--- config.mk ---
export PLATFORM = sky130hd
export DESIGN_NAME = branch_cmp_seq
export DESIGN_NICKNAME = d
export VERILOG_FILES = /design/src/rtl/branch_cmp_seq.sv
export SDC_FILE = /design/constraint.sdc
export NUM_CORES = 1
export LEC_CHECK = 0
export ABC_AREA = 1
export BUFFER_PORTS_ARGS = -buffer_cell sky130_fd_sc_hd__buf_2
export CELL_PAD_IN_SITES_DETAIL_PLACEMENT = 2
export CELL_PAD_IN_SITES_GLOBAL_PLACEMENT = 2
export CORE_UTILIZATION = 33
export CTS_BUF_LIST = sky130_fd_sc_hd__clkbuf_4 sky130_fd_sc_hd__clkbuf_8 sky130_fd_sc_hd__clkbuf_16
export DETAILED_ROUTE_END_ITERATION = 7
export GPL_ROUTABILITY_DRIVEN = 0
export GPL_TIMING_DRIVEN = 0
export PLACE_DENSITY_LB_ADDON = 0.1
export SLEW_MARGIN = 40
export SYNTH_ARGS = -nofsm -noshare
export SYNTH_HDL_FRONTEND = slang
export SYNTH_SLANG_ARGS = --single-unit
--- constraint.sdc ---
create_clock -name clk -period 4.23 [get_ports clk]
set_input_delay 0.846 -clock clk [delete_from_list [all_inputs] [get_ports clk]]
set_output_delay 0.846 -clock clk [all_outputs]
set_load 0.1 [all_outputs]
--- src/rtl/branch_cmp_seq.sv ---
// branch_cmp_seq
//   Sequential RV32I branch-condition unit. It resolves BEQ/BNE/BLT/BGE/BLTU/BGEU
//   by walking a 4-bit cascaded magnitude-compare slice over the operands, least
//   significant nibble first. Each slice consumes the eq/lt/gt cascade of the
//   slice below it, so the most significant slice yields the full-width result.
//
// Optional feature (macro BRANCH_CMP_DUAL_NIB_EN):
//   When defined, two slices are chained per RUN cycle and latency drops from
//   XLEN/4 to XLEN/8 cycles. Results are identical in both modes.
//
// Ports:
//   clk, rst_n           clock (rising edge), asynchronous active-low reset
//   in_valid / in_ready  request handshake; in_ready is high only in IDLE
//   rs1, rs2, funct3     operands and branch funct3, sampled on the accept edge only
//   out_valid/out_ready  result handshake; results hold while out_ready is low
//   taken                branch condition true
//   eq, lt, gt           raw compare flags, signedness selected by funct3
//   illegal              funct3 was 010 or 011
//   busy                 state is RUN
//   state_dbg            current FSM state (0 IDLE, 1 RUN, 2 DONE)
//
// Handshake rule: a transfer happens on a rising edge where valid && ready are
// both high. The producer holds its payload stable while valid is high and
// ready is low; valid never waits on ready.

module branch_cmp_seq #(
  parameter int XLEN = 32
) (
  input  logic            clk,
  input  logic            rst_n,
  input  logic            in_valid,
  output logic            in_ready,
  input  logic [XLEN-1:0] rs1,
  input  logic [XLEN-1:0] rs2,
  input  logic [2:0]      funct3,
  output logic            out_valid,
  input  logic            out_ready,
  output logic            taken,
  output logic            eq,
  output logic            lt,
  output logic            gt,
  output logic            illegal,
  output logic            busy,
  output logic [1:0]      state_dbg
);

  localparam int NIB = XLEN / 4;
  // One spare bit so the step constant and the wrap past the last nibble fit
  // even for the smallest legal XLEN.
  localparam int CW  = $clog2(NIB) + 1;
`ifdef BRANCH_CMP_DUAL_NIB_EN
  localparam int STEP = 2;
`else
  localparam int STEP = 1;
`endif
  localparam logic [CW-1:0] STEP_C = CW'(STEP);
  localparam logic [CW-1:0] LAST_C = CW'(NIB - STEP);

  typedef enum logic [1:0] {
    S_IDLE = 2'd0,
    S_RUN  = 2'd1,
    S_DONE = 2'd2
  } state_t;

  state_t          state, state_nx;
  logic [XLEN-1:0] a_q, b_q;
  logic [2:0]      f3_q;
  logic [CW-1:0]   nib_cnt;
  logic            c_eq, c_lt, c_gt;
  logic [2:0]      casc_nx;
  logic            accept;
  logic            last_nib;
  logic            sgn;

  // One 4-bit cascaded compare slice. Returns {eq, lt, gt}.
  function automatic logic [2:0] slice(input logic [3:0] a, input logic [3:0] b,
                                       input logic [2:0] cin);
    logic same;
    same = (a == b);
    slice = {same & cin[2],
             (a < b) | (same & cin[1]),
             (a > b) | (same & cin[0])};
  endfunction

  assign accept   = in_valid && in_ready;
  assign last_nib = (nib_cnt == LAST_C);
  assign sgn      = (funct3[2:1] == 2'b10);

  // Cascade update for the current RUN cycle.
  always_comb begin
    casc_nx = slice(a_q[{nib_cnt, 2'b00} +: 4], b_q[{nib_cnt, 2'b00} +: 4],
                    {c_eq, c_lt, c_gt});
`ifdef BRANCH_CMP_DUAL_NIB_EN
    // nib_cnt is always even here, so nib_cnt|1 addresses the upper nibble.
    casc_nx = slice(a_q[{nib_cnt | CW'(1), 2'b00} +: 4],
                    b_q[{nib_cnt | CW'(1), 2'b00} +: 4], casc_nx);
`endif
  end

  // State register
  always_ff @(posedge clk or negedge rst_n) begin
    if (!rst_n) state <= S_IDLE;
    else        state <= state_nx;
  end

  // Next-state logic
  always_comb begin
    state_nx = state;
    case (state)
      S_IDLE:  if (accept)    state_nx = S_RUN;
      S_RUN:   if (last_nib)  state_nx = S_DONE;
      S_DONE:  if (out_ready) state_nx = S_IDLE;
      default:                state_nx = S_IDLE;
    endcase
  end

  // Outputs decoded from the state register only.
  assign in_ready  = (state == S_IDLE);
  assign busy      = (state == S_RUN);
  assign out_valid = (state == S_DONE);
  assign state_dbg = state;

  // Datapath: operand latch, cascade walk and result registers.
  always_ff @(posedge clk or negedge rst_n) begin
    if (!rst_n) begin
      a_q     <= '0;
      b_q     <= '0;
      f3_q    <= '0;
      nib_cnt <= '0;
      c_eq    <= 1'b1;
      c_lt    <= 1'b0;
      c_gt    <= 1'b0;
      eq      <= 1'b0;
      lt      <= 1'b0;
      gt      <= 1'b0;
      taken   <= 1'b0;
      illegal <= 1'b0;
    end else begin
      case (state)
        S_IDLE: begin
          if (accept) begin
            // Flipping the sign bit at latch time maps two's-complement order
            // onto unsigned order; only the top nibble ever sees that bit.
            a_q     <= rs1 ^ {sgn, {(XLEN-1){1'b0}}};
            b_q     <= rs2 ^ {sgn, {(XLEN-1){1'b0}}};
            f3_q    <= funct3;
            nib_cnt <= '0;
            c_eq    <= 1'b1;
            c_lt    <= 1'b0;
            c_gt    <= 1'b0;
          end
        end
        S_RUN: begin
          {c_eq, c_lt, c_gt} <= casc_nx;
          nib_cnt            <= nib_cnt + STEP_C;
          if (last_nib) begin
            {eq, lt, gt} <= casc_nx;
            illegal      <= 1'b0;
            case (f3_q)
              3'b000:         taken <= casc_nx[2];
              3'b001:         taken <= ~casc_nx[2];
              3'b100, 3'b110: taken <= casc_nx[1];
              3'b101, 3'b111: taken <= ~casc_nx[1];
              default: begin
                taken   <= 1'b0;
                illegal <= 1'b1;
              end
            endcase
          end
        end
        default: ;
      endcase
    end
  end

endmodule

# After elaboration in Yosys (flattened, before gate mapping)
# Index checks and enable logic that the tools add are counted.
[word_totals]
reg_bits = 81
in_bits = 71
output_inout_bits = 10
word_cells = 64
[op_classes]
add_sub_neg = 1
n_lt_le_gt_ge = 2
eq_ne = 13
shift = 2
n_mux = 13
bitwise_logic = 9
n_reduce_logical = 11
[ops]
columns = ["operator", "n"]
rows = [
  ["$shiftx A32 B7 Y4", 2],
  ["$xor A32 B32 Y32", 2],
  ["$eq A3 B3 Y1 const B", 4],
  ["$pmux W4 S2", 1],
  ["$mux W2", 3],
  ["$ne A2 B1 Y1 const B", 3],
  ["$pmux W1 S2", 3],
  ["$pmux W2 S3", 1],
  ["$reduce_and A2 Y1", 3],
  ["$reduce_or A6 Y1", 1],
  ["$add A4 B1 Y4 const B", 1],
  ["$eq A2 B2 Y1 const B", 2],
  ["$eq A4 B3 Y1 const B", 1],
  ["$eq A4 B4 Y1", 1],
  ["$gt A4 B4 Y1", 1],
  ["$lt A4 B4 Y1", 1],
  ["$mux W4", 1],
  ["$pmux W1 S4", 1],
  ["$reduce_or A2 Y1", 2],
  ["$and A1 B1 Y1", 3],
  ["$eq A3 B1 Y1 const B", 1],
  ["$logic_not A3 Y1", 1],
  ["$mux W1", 3],
  ["$reduce_and A3 Y1", 1],
  ["other kinds (6)", 8],
]

# Depth between registers and ports, before layout
# Gate-level depths: netlist of run 1.
[depth]
depth_word = 6
depth_mapped = 18
mapped_depth_nobuf = 17

# Worst setup path after synthesis of run 1
# Ideal clock, no wire load.
[synth_path]
path_kind = "flip-flop to output port"
from = "reg state[1] (netlist: state_dbg[1])"
to = "out out_valid"
arrival_ns = 2.388
required_time_ns = 3.384
setup_slack_ns = 0.996
stages_incl_launch_ff = 3
path_buffers = 0
cell_sequence = "dfrtp_1 -> inv_1 -> nor2_1"
[synth_via]
elab_chain_cells = 1
[synth_lines]
columns = ["item", "line_no", "text"]
rows = [
  ["from (decl)", "65", "state_t state, state_nx;"],
  ["from (signal assigned)", "103", "else state <= state_nx;"],
  ["$eq A2 B2 Y1", "120", "assign out_valid = (state == S_DONE);"],
  ["to (decl)", "36", "output logic out_valid,"],
]
# No other way between the ends.

# Final worst setup path of run 1
[layout_path]
from = "reg nib_cnt[1]"
to = "reg taken"
[layout_via]
elab_chain_cells = 6
word_cells_on_any_way = 12
classes_between = "1 x order compare; 2 x eq/ne; 2 x shift; 1 x mux; 5 x bitwise; 1 x reduce/logical"
[layout_lines]
columns = ["item", "line_no", "text"]
rows = [
  ["from (decl)", "68", "logic [CW-1:0] nib_cnt;"],
  ["from (signal assigned)", "155", "nib_cnt <= nib_cnt + STEP_C;"],
  ["parallel branches: the longest is 6 deep, another holds $lt A4 B4 Y1", "n/a", ""],
  ["to (signal assigned)", "160", "3'b000: taken <= casc_nx[2];"],
  ["to (signal assigned)", "161", "3'b001: taken <= ~casc_nx[2];"],
  ["to (signal assigned)", "163", "3'b101, 3'b111: taken <= ~casc_nx[1];"],
  ["to (decl)", "38", "output logic taken,"],
]
# Parallel ways; which one is timed is not known.
# A chain may end at the register's enable or synchronous reset.

==> results.cfg, run 1 <==
[synthesis]
syn_inst = 496
seq_area_frac_synth_pct = 52.6
synthAdderAreaFrac_pct = 1.62
synth_top_family_by_area = simple AND/OR/NAND/NOR gates
syn_area_per_cell_um2 = 7.77
ys_ff_latch = 81
syn_area_um2 = 3850
yosysWarnings = 0
yosysUniqueCellTypes = 26
synth-xor-area-share_pct = 0.455
syn-num-nets = 572
synthMuxAreaShare_pct = 0
yosys.area_share.simple_pct = 29.0
synth_compound_area_share_pct = 10.5

[timing]
slew_viol_final = 0
setup_viol_count_final = 0
clock.fmax_ghz = 0.348
period_share_pct = 67.9
hold_viol_final = 0
rsz0062_at_grt = false
fin_setup_tns_ns = 0
max_slew.worst_pin.slew_ns = 0.560
clock_skew_ns = 0.00670
slew_headroom_pct = 62.6
fin_crit_ns = 2.87

[final_layout]
most-common-layout-cells = nand2_1, buf_2, dfrtp_1
area_growth_syn_to_layout_pct = 24.1
layout.nets = 664
diodes = 0
layout-drive-gt1-share_pct = 21.1
final_common_cell = nand2_1

[critical_path]
cp_slowest_cell = dfrtp_1
crit_required_ns = 4.47
path_class = reg2reg
slowest_delay_ns = 0.47
crit_arrival_ns = 3.11
cpMostUsedCell = nand2_1
r2r_slack_ns = 1.36
cp_max_fo = 10
worst-path-buf-inv = 3
path_cells = inv_1 > clkbuf_2 > o21ai_0 > o22ai_1 > nor2_1 > nor2_1 > ha_1 > nand2_1 > nor2_1 > nand2_1 > nand2_1 > nand2_1 > inv_1 > nand3_1 > nand2_1 > nand2_1
cp-start-kind = flop
crit_family = simple AND/OR/NAND/NOR gates
end_kind = flop
r2r_cells = 16
cp.depth = 16

[power]
p_leak_nw = 2.57
pwr-share-comb_pct = 47.9
clkPwrFrac_pct = 19.7
seq_power_share_pct = 32.5
p_switching_mw = 1.99
power_switching_share_pct = 46.6
peakVddDrop_mv = 0.416
powerDensity_nw_per_um2 = 892
power_mw = 4.27
p_int_mw = 2.28

[global_route]
antenna_found_initial = 0
grt_first_pass_wirelength_um = 20700
grt_use_total_pct = 23.4
grt_max_degree = 53
grt_overflow_total = 0
first_global_vias = 3998

[hold_path]
hold_class = in2async

[floorplan]
row_count = 39
placeableCoreArea_um2 = 11400
die_height_um = 110
dieArea_um2 = 12100
io_pins = 81
die-width_um = 110
start_util_pct = 33.7

[clock_tree]
cts_max_level = 3
postCtsHoldBufs = 0
cts-resized-gates = 0
cts_made_buffers = 9
clock_latency_ns = 0.35
cts_tree = built
root_buffer = clkbuf_16
clk_transition_reported_paths_ns = 0.06
cts.sinks = 81
post_cts_buffers = 0
clockBufferDepth = 2

[drt]
routedWlPerCell_um = 17.4
viasPerCell = 4.98
drt_iter0_drc = 96
drcViolationCount = 0
wl_um = 12800
vias = 3667
first_pass_iters = 4
ant_nets = 0

[place]
portBuffers = 80
hpwlAfterDp_um = 9490

[status]
status = complete, no violations

[run]
drv_cap = 0
==> power groups by stage <==
stage / registers (mW) / logic, mW / clock network, mW
finish: 1.38 / 2.04 / 0.840
detailed placement: 1.39 / 2.04 / 0
global route: 1.43 / 2.28 / 0.890
global placement: 1.37 / 1.93 / 0
CTS: 1.39 / 2.07 / 0.862
floorplan: 1.47 / 1.27 / 0
==> stage by stage <==
| step | setup WS [ns] | util (%) | cells | hold slack, ns | instance area [um^2] |
|---|---|---|---|---|---|
| floorplan | 0.996 | - | 496 | 0.444 | 3850 |
| global placement | 1.56 | 38.8 | 719 | 0.458 | 4430 |
| detailed placement | 1.45 | 39.1 | 720 | 0.468 | 4470 |
| CTS | 1.36 | 41.9 | 736 | 0.367 | 4780 |
| global route | 1.12 | 41.9 | 736 | 0.372 | 4780 |
| finish | 1.36 | 41.9 | 736 | 0.364 | 4780 |
==> cells in the mapped netlist (all sizes together) <==
| cell | n | area, um^2 |
|---|---|---|
| nand2 | 231 | 872 |
| dfrtp | 80 | 2000 |
| nor2 | 55 | 209 |
| o21ai | 45 | 225 |
| buf | 18 | 121 |
| inv | 17 | 63.8 |
| o211ai | 12 | 90.1 |
| o22ai | 10 | 62.6 |
| clkbuf | 8 | 33.8 |
| ha | 5 | 62.6 |
| nand3 | 5 | 25.0 |
| o31ai | 3 | 22.5 |
| xor2 | 2 | 17.5 |
| a21oi | 1 | 5.00 |
| clkinv | 1 | 3.75 |
| dfstp | 1 | 26.3 |
| nand4 | 1 | 6.26 |
| nor3 | 1 | 5.00 |
==> routing by layer <==
layer	GRT usage, %	routed length, um
met3	5.82	389
met1	27.5	5670
met5	0	0
met4	5.90	165
met2	42.3	6620
==> worst paths after layout <==
kind                                         from                  end
max                        nib_cnt[1]$_DFFE_PN0P_    taken$_DFFE_PN0P_
min                                         rst_n    taken$_DFFE_PN0P_
max reg2reg                nib_cnt[1]$_DFFE_PN0P_    taken$_DFFE_PN0P_
min reg2reg                    b_q[7]$_DFFE_PN0P_   b_q[7]$_DFFE_PN0P_
max in group asynchronous                   rst_n  b_q[17]$_DFFE_PN0P_
min in group clk               b_q[7]$_DFFE_PN0P_   b_q[7]$_DFFE_PN0P_
==> final cells by class <==
type / instances / area (um^2)
multi-input cells: 371 / 1600
inverters: 18 / 67.6
clock inverters: 2 / 35.0
flip-flops and latches: 81 / 2030
plain buffers: 26 / 155
repair buffers: 81 / 434
clock buffers: 14 / 282
fillers: 1371 / 6640
well taps: 143 / 179
==> registers in the layout, summed over array words and instances (netlist names), 2 cells and up <==
register,flops
state_dbg,2
f3_q,3
b_q,32
a_q,32
nib_cnt,4
==> cell families after synthesis <==
kind of cell / Yosys count
flops: 81
buf+inv: 44
fa+ha+maj: 5
compound gates: 71
xor+xnor: 2
simple gates: 293
Note: power is estimated with default switching activity, not from simulation.
==> inputs of run 2 (changes only) <==
--- a/config.mk
+++ b/config.mk
@@ -9,7 +9,7 @@
 export BUFFER_PORTS_ARGS = -buffer_cell sky130_fd_sc_hd__buf_2
 export CELL_PAD_IN_SITES_DETAIL_PLACEMENT = 2
 export CELL_PAD_IN_SITES_GLOBAL_PLACEMENT = 2
-export CORE_UTILIZATION = 33
+export CORE_UTILIZATION = 28
 export CTS_BUF_LIST = sky130_fd_sc_hd__clkbuf_4 sky130_fd_sc_hd__clkbuf_8 sky130_fd_sc_hd__clkbuf_16
 export DETAILED_ROUTE_END_ITERATION = 7
 export GPL_ROUTABILITY_DRIVEN = 0
==> constraint.sdc (replaced) <==
create_clock -name clk -period 2.6 [get_ports clk]
set_input_delay 0.52 -clock clk [delete_from_list [all_inputs] [get_ports clk]]
set_output_delay 0.52 -clock clk [all_outputs]
set_load 0.1 [all_outputs]
==> results.cfg, run 2 (synthesis results as in run 1) <==
[critical_path]
cpMostUsedCell = nand2_1
crit_arrival_ns = 2.65
slowest_delay_ns = 0.38
crit_family = simple AND/OR/NAND/NOR gates
path_cells = buf_4 > inv_4 > buf_6 > nor2_1 > o22ai_1 > o211ai_1 > ha_1 > nand2_1 > nor2_4 > nand2_2 > nand2_1 > nand2_1 > inv_1 > nand3_1 > nand2_1 > nand2_1
cp.depth = 16
path_class = reg2reg
crit_required_ns = 2.84
end_kind = flop
worst-path-buf-inv = 4
cp_slowest_cell = dfrtp_1
cp_max_fo = 10
r2r_cells = 16
cp-start-kind = flop

[drt]
vias = 3627
drt_iter0_drc = 123
drcViolationCount = 0
wl_um = 12700
routedWlPerCell_um = 16.5
first_pass_iters = 4
viasPerCell = 4.70
ant_nets = 0

[clock_tree]
cts_tree = built
clock_latency_ns = 0.35
cts_made_buffers = 9
cts_max_level = 3
cts.sinks = 81
root_buffer = clkbuf_16
postCtsHoldBufs = 0
clk_transition_reported_paths_ns = 0.06
clockBufferDepth = 2

[floorplan]
die-width_um = 119
row_count = 42
die_height_um = 119
placeableCoreArea_um2 = 13300
dieArea_um2 = 14200
start_util_pct = 28.9
io_pins = 81

[timing]
setup_ws_ns = 0.188
fin_crit_ns = 2.41
slew_headroom_pct = 66.5
slew_viol_final = 0
clock_skew_ns = 0.00470
period_share_pct = 92.8
hold_viol_final = 0
max_slew.worst_pin.slew_ns = 0.502
setup_viol_count_final = 0
clock.fmax_ghz = 0.415

[global_route]
grt_max_degree = 52
first_global_vias = 4004
grt_use_total_pct = 19.6
grt_first_pass_wirelength_um = 21000
antenna_found_initial = 0
grt_overflow_total = 0

[power]
peakVddDrop_mv = 0.563
p_switching_mw = 3.23
pwr-share-comb_pct = 49.8
power_switching_share_pct = 46.3
powerDensity_nw_per_um2 = 1430
p_int_mw = 3.75
seq_power_share_pct = 32.1
clkPwrFrac_pct = 18.1
p_leak_nw = 2.59

[final_layout]
area_growth_syn_to_layout_pct = 26.6
layout-drive-gt1-share_pct = 22.5
fill_cells = 1615
instances_no_fill = 771
final_core_util_pct = 36.5
reg_top3 = a_q: 32 flops, b_q: 32 flops, nib_cnt: 4 flops
layout.nets = 666
most-common-layout-cells = nand2_1, buf_2, dfrtp_1
diodes = 0
final_common_cell = nand2_1

[run]
drv_cap = 0

[hold_path]
hold_class = in2async

[place]
pre_cts_ws_ns = -0.160
portBuffers = 80
dp.cells = 753
hpwlAfterDp_um = 9290

[status]
status = complete, no violations
-- run 2: cell count changes in the layout (fill, tap and decap cells not counted), sizes merged --
cell | previous run | this run
bufinv | 1 | 0
buf | 99 | 100
clkinv | 2 | 3
clkbuf | 22 | 23
-- run 2: final timing paths --
path                                              from  slack [ns]                        to
worst min register to register       taken$_DFFE_PN0P_        0.48         taken$_DFFE_PN0P_
worst max register to register  nib_cnt[0]$_DFFE_PN0P_        0.19         taken$_DFFE_PN0P_
min in group clk                             out_ready        0.35  state_dbg[1]$_DFFE_PN0P_
max in group asynchronous                        rst_n        1.97       b_q[21]$_DFFE_PN0P_
worst max-delay path            nib_cnt[0]$_DFFE_PN0P_        0.19         taken$_DFFE_PN0P_
worst min-delay path                             rst_n        0.05         taken$_DFFE_PN0P_
-- run 2: power by group through the flow --
stage               Combinational [mW]  Sequential, mW  Clock (mW)
floorplan                         2.07            2.40           0
global placement                  3.21            2.23           0
detailed placement                3.30            2.25           0
CTS                               3.40            2.24        1.31
global route                      3.91            2.32        1.35
finish                            3.48            2.24        1.26
-- run 2: metal layers --
layer | GRT usage (%) | vias up | share of wire, %
li1 | - | 1760 | -
met3 | 4.84 | 13 | 3.8
met4 | 5.00 | 0 | 1.3
met1 | 24.5 | 1792 | 46
met5 | 0 | - | 0
met2 | 33.6 | 62 | 49
-- run 2: metrics by stage --
step	instance area (um^2)	total power, mW	hold WS [ns]	setup TNS (ns)
after global routing	4880	7.59	0.0602	-0.00677
after floorplan	3860	4.47	0.224	0
final	4880	6.98	0.0479	0
after detailed placement	4510	5.56	0.424	-0.160
after CTS	4820	6.95	0.0485	0
after global placement	4480	5.44	0.459	-0.142
-- run 2: area by class of cell --
| cell class | count | area [um^2] | area share (%) |
|---|---|---|---|
| Tap cell | 176 | 220 | 4.51 |
| Sequential cell | 81 | 2030 | 41.6 |
| Clock inverter | 2 | 10.0 | 0.205 |
| Buffer | 26 | 191 | 3.92 |
| Inverter | 18 | 70.1 | 1.44 |
| Clock buffer | 14 | 288 | 5.90 |
| Timing Repair Buffer | 83 | 449 | 9.21 |
| Multi-Input combinational cell | 371 | 1620 | 33.2 |
-- run 2: repair_timing --
item | 4_1_cts | 5_1_grt
buffers inserted | 0 | 2
resized for setup | 4 | 23
pin swaps | 0 | 2
endpoints found under the setup margin | 3 | 3
==> inputs of run 3 (changes only) <==
--- a/config.mk
+++ b/config.mk
@@ -6,7 +6,7 @@
 export NUM_CORES = 1
 export LEC_CHECK = 0
 export ABC_AREA = 1
-export BUFFER_PORTS_ARGS = -buffer_cell sky130_fd_sc_hd__buf_2
+export BUFFER_PORTS_ARGS = -buffer_cell sky130_fd_sc_hd__buf_4
 export CELL_PAD_IN_SITES_DETAIL_PLACEMENT = 2
 export CELL_PAD_IN_SITES_GLOBAL_PLACEMENT = 2
 export CORE_UTILIZATION = 28
==> results.cfg, run 3 (synthesis results as in run 1) <==
[floorplan]
die-width_um = 119
io_pins = 81
placeableCoreArea_um2 = 13300
dieArea_um2 = 14200
row_count = 42
die_height_um = 119
start_util_pct = 28.9

[final_layout]
fill_cells = 1552
instances_no_fill = 768
diodes = 0
most-common-layout-cells = nand2_1, buf_4, dfrtp_1
final_common_cell = nand2_1
reg_top3 = a_q: 32 flops, b_q: 32 flops, nib_cnt: 4 flops
layout.nets = 665
layout-drive-gt1-share_pct = 22.3
area_growth_syn_to_layout_pct = 30.6

[timing]
fin_crit_ns = 2.47
hold_viol_final = 0
period_share_pct = 94.9
setup_ws_ns = 0.133
slew_viol_final = 0
slew_headroom_pct = 55.4
setup_viol_count_final = 0
clock.fmax_ghz = 0.405
max_slew.worst_pin.slew_ns = 0.669
clock_skew_ns = 0.00633

[critical_path]
r2r_slack_ns = 0.13
worst-path-buf-inv = 4
end_kind = flop
cp-start-kind = flop
crit_arrival_ns = 2.70
crit_family = simple AND/OR/NAND/NOR gates
cp.depth = 16
crit_required_ns = 2.84
worstReg2RegEnd = taken$_DFFE_PN0P_
slowest_delay_ns = 0.38
path_class = reg2reg
r2r_cells = 16
cpMostUsedCell = nand2_1
r2r_start = nib_cnt[0]$_DFFE_PN0P_
cp_slowest_cell = dfrtp_1
path_cells = buf_4 > inv_4 > buf_6 > o21ai_0 > o22ai_1 > o211ai_1 > ha_1 > nand2_1 > nor2_4 > nand2_2 > nand2_1 > nand2_1 > inv_1 > nand3_1 > nand2_1 > nand2_1
cp_max_fo = 10

[global_route]
antenna_found_initial = 0
grt_max_degree = 82
grt_overflow_total = 0
grt_first_pass_wirelength_um = 20800
grt_use_total_pct = 19.3
first_global_vias = 3968

[power]
pwr-share-comb_pct = 50.6
seq_power_share_pct = 31.6
p_leak_nw = 2.63
p_int_mw = 3.82
power_switching_share_pct = 46.1
powerDensity_nw_per_um2 = 1410
clkPwrFrac_pct = 17.8
peakVddDrop_mv = 0.510
p_switching_mw = 3.27

[status]
status = complete, no violations

[place]
portBuffers = 80
dp.cells = 752
pre_cts_ws_ns = -0.154
hpwlAfterDp_um = 9140

[clock_tree]
clockBufferDepth = 2
clock_latency_ns = 0.35
clk_transition_reported_paths_ns = 0.06
cts_made_buffers = 9
postCtsHoldBufs = 0
cts.sinks = 81
cts_tree = built
cts_max_level = 3
root_buffer = clkbuf_16

[drt]
viasPerCell = 4.68
drt_iter0_drc = 111
wl_um = 12600
routedWlPerCell_um = 16.5
vias = 3594
drcViolationCount = 0
ant_nets = 0
first_pass_iters = 4

[run]
drv_cap = 0

[hold_path]
hold_class = in2async
## run 3: routing by layer
| metal | share of wire [%] | GRT usage [%] |
|---|---|---|
| met5 | 0 | 0 |
| met4 | 1.4 | 5.47 |
| met3 | 3.4 | 3.88 |
| met2 | 50 | 33.2 |
| met1 | 45 | 24.4 |
## run 3: per-stage QoR
stage               hold WS [ns]  utilization (%)  cell area [um^2]  power, mW  TNS (ns)
finish                     0.226             37.7              5030       7.09         0
floorplan                  0.224                -              3860       4.47         0
global route               0.271             37.7              5030       7.68   -0.0132
CTS                        0.265             37.3              4980       7.02         0
detailed placement         0.462             35.1              4680       5.62    -0.154
global placement           0.460             35.0              4680       5.50    -0.133
## run 3: power by group through the flow
stage | Sequential [mW] | Combinational (mW) | Clock (mW)
floorplan | 2.40 | 2.07 | 0
global placement | 2.24 | 3.26 | 0
detailed placement | 2.25 | 3.37 | 0
CTS | 2.25 | 3.48 | 1.30
global route | 2.32 | 4.02 | 1.34
finish | 2.24 | 3.59 | 1.26
## run 3: cell type report
| cell class | instances | area, um^2 | area share (%) |
|---|---|---|---|
| plain buffers | 26 | 183 | 3.63 |
| clock buffers | 10 | 239 | 4.75 |
| clock inverters | 4 | 45.0 | 0.895 |
| inverters | 18 | 70.1 | 1.39 |
| multi-input cells | 371 | 1630 | 32.3 |
| flip-flops and latches | 81 | 2030 | 40.3 |
| well taps | 176 | 220 | 4.37 |
| repair buffers | 82 | 622 | 12.4 |
## run 3: worst max path at each step
stage	to	startpoint	slack (ns)
floorplan	a_q[10]$_DFFE_PN0P_	state_dbg[0]$_DFFE_PN0P_	0.06
global placement	taken$_DFFE_PN0P_	nib_cnt[1]$_DFFE_PN0P_	-0.13
detailed placement	taken$_DFFE_PN0P_	nib_cnt[1]$_DFFE_PN0P_	-0.15
CTS	taken$_DFFE_PN0P_	nib_cnt[0]$_DFFE_PN0P_	0.02
global route	taken$_DFFE_PN0P_	nib_cnt[0]$_DFFE_PN0P_	-0.01
finish	taken$_DFFE_PN0P_	nib_cnt[0]$_DFFE_PN0P_	0.13
## run 3: what timing repair did
| item | 4_1_cts | 5_1_grt |
|---|---|---|
| gates resized for setup | 4 | 20 |
| setup endpoints to repair | 5 | 5 |
| buffers inserted | 0 | 2 |
| pin swaps | 0 | 2 |
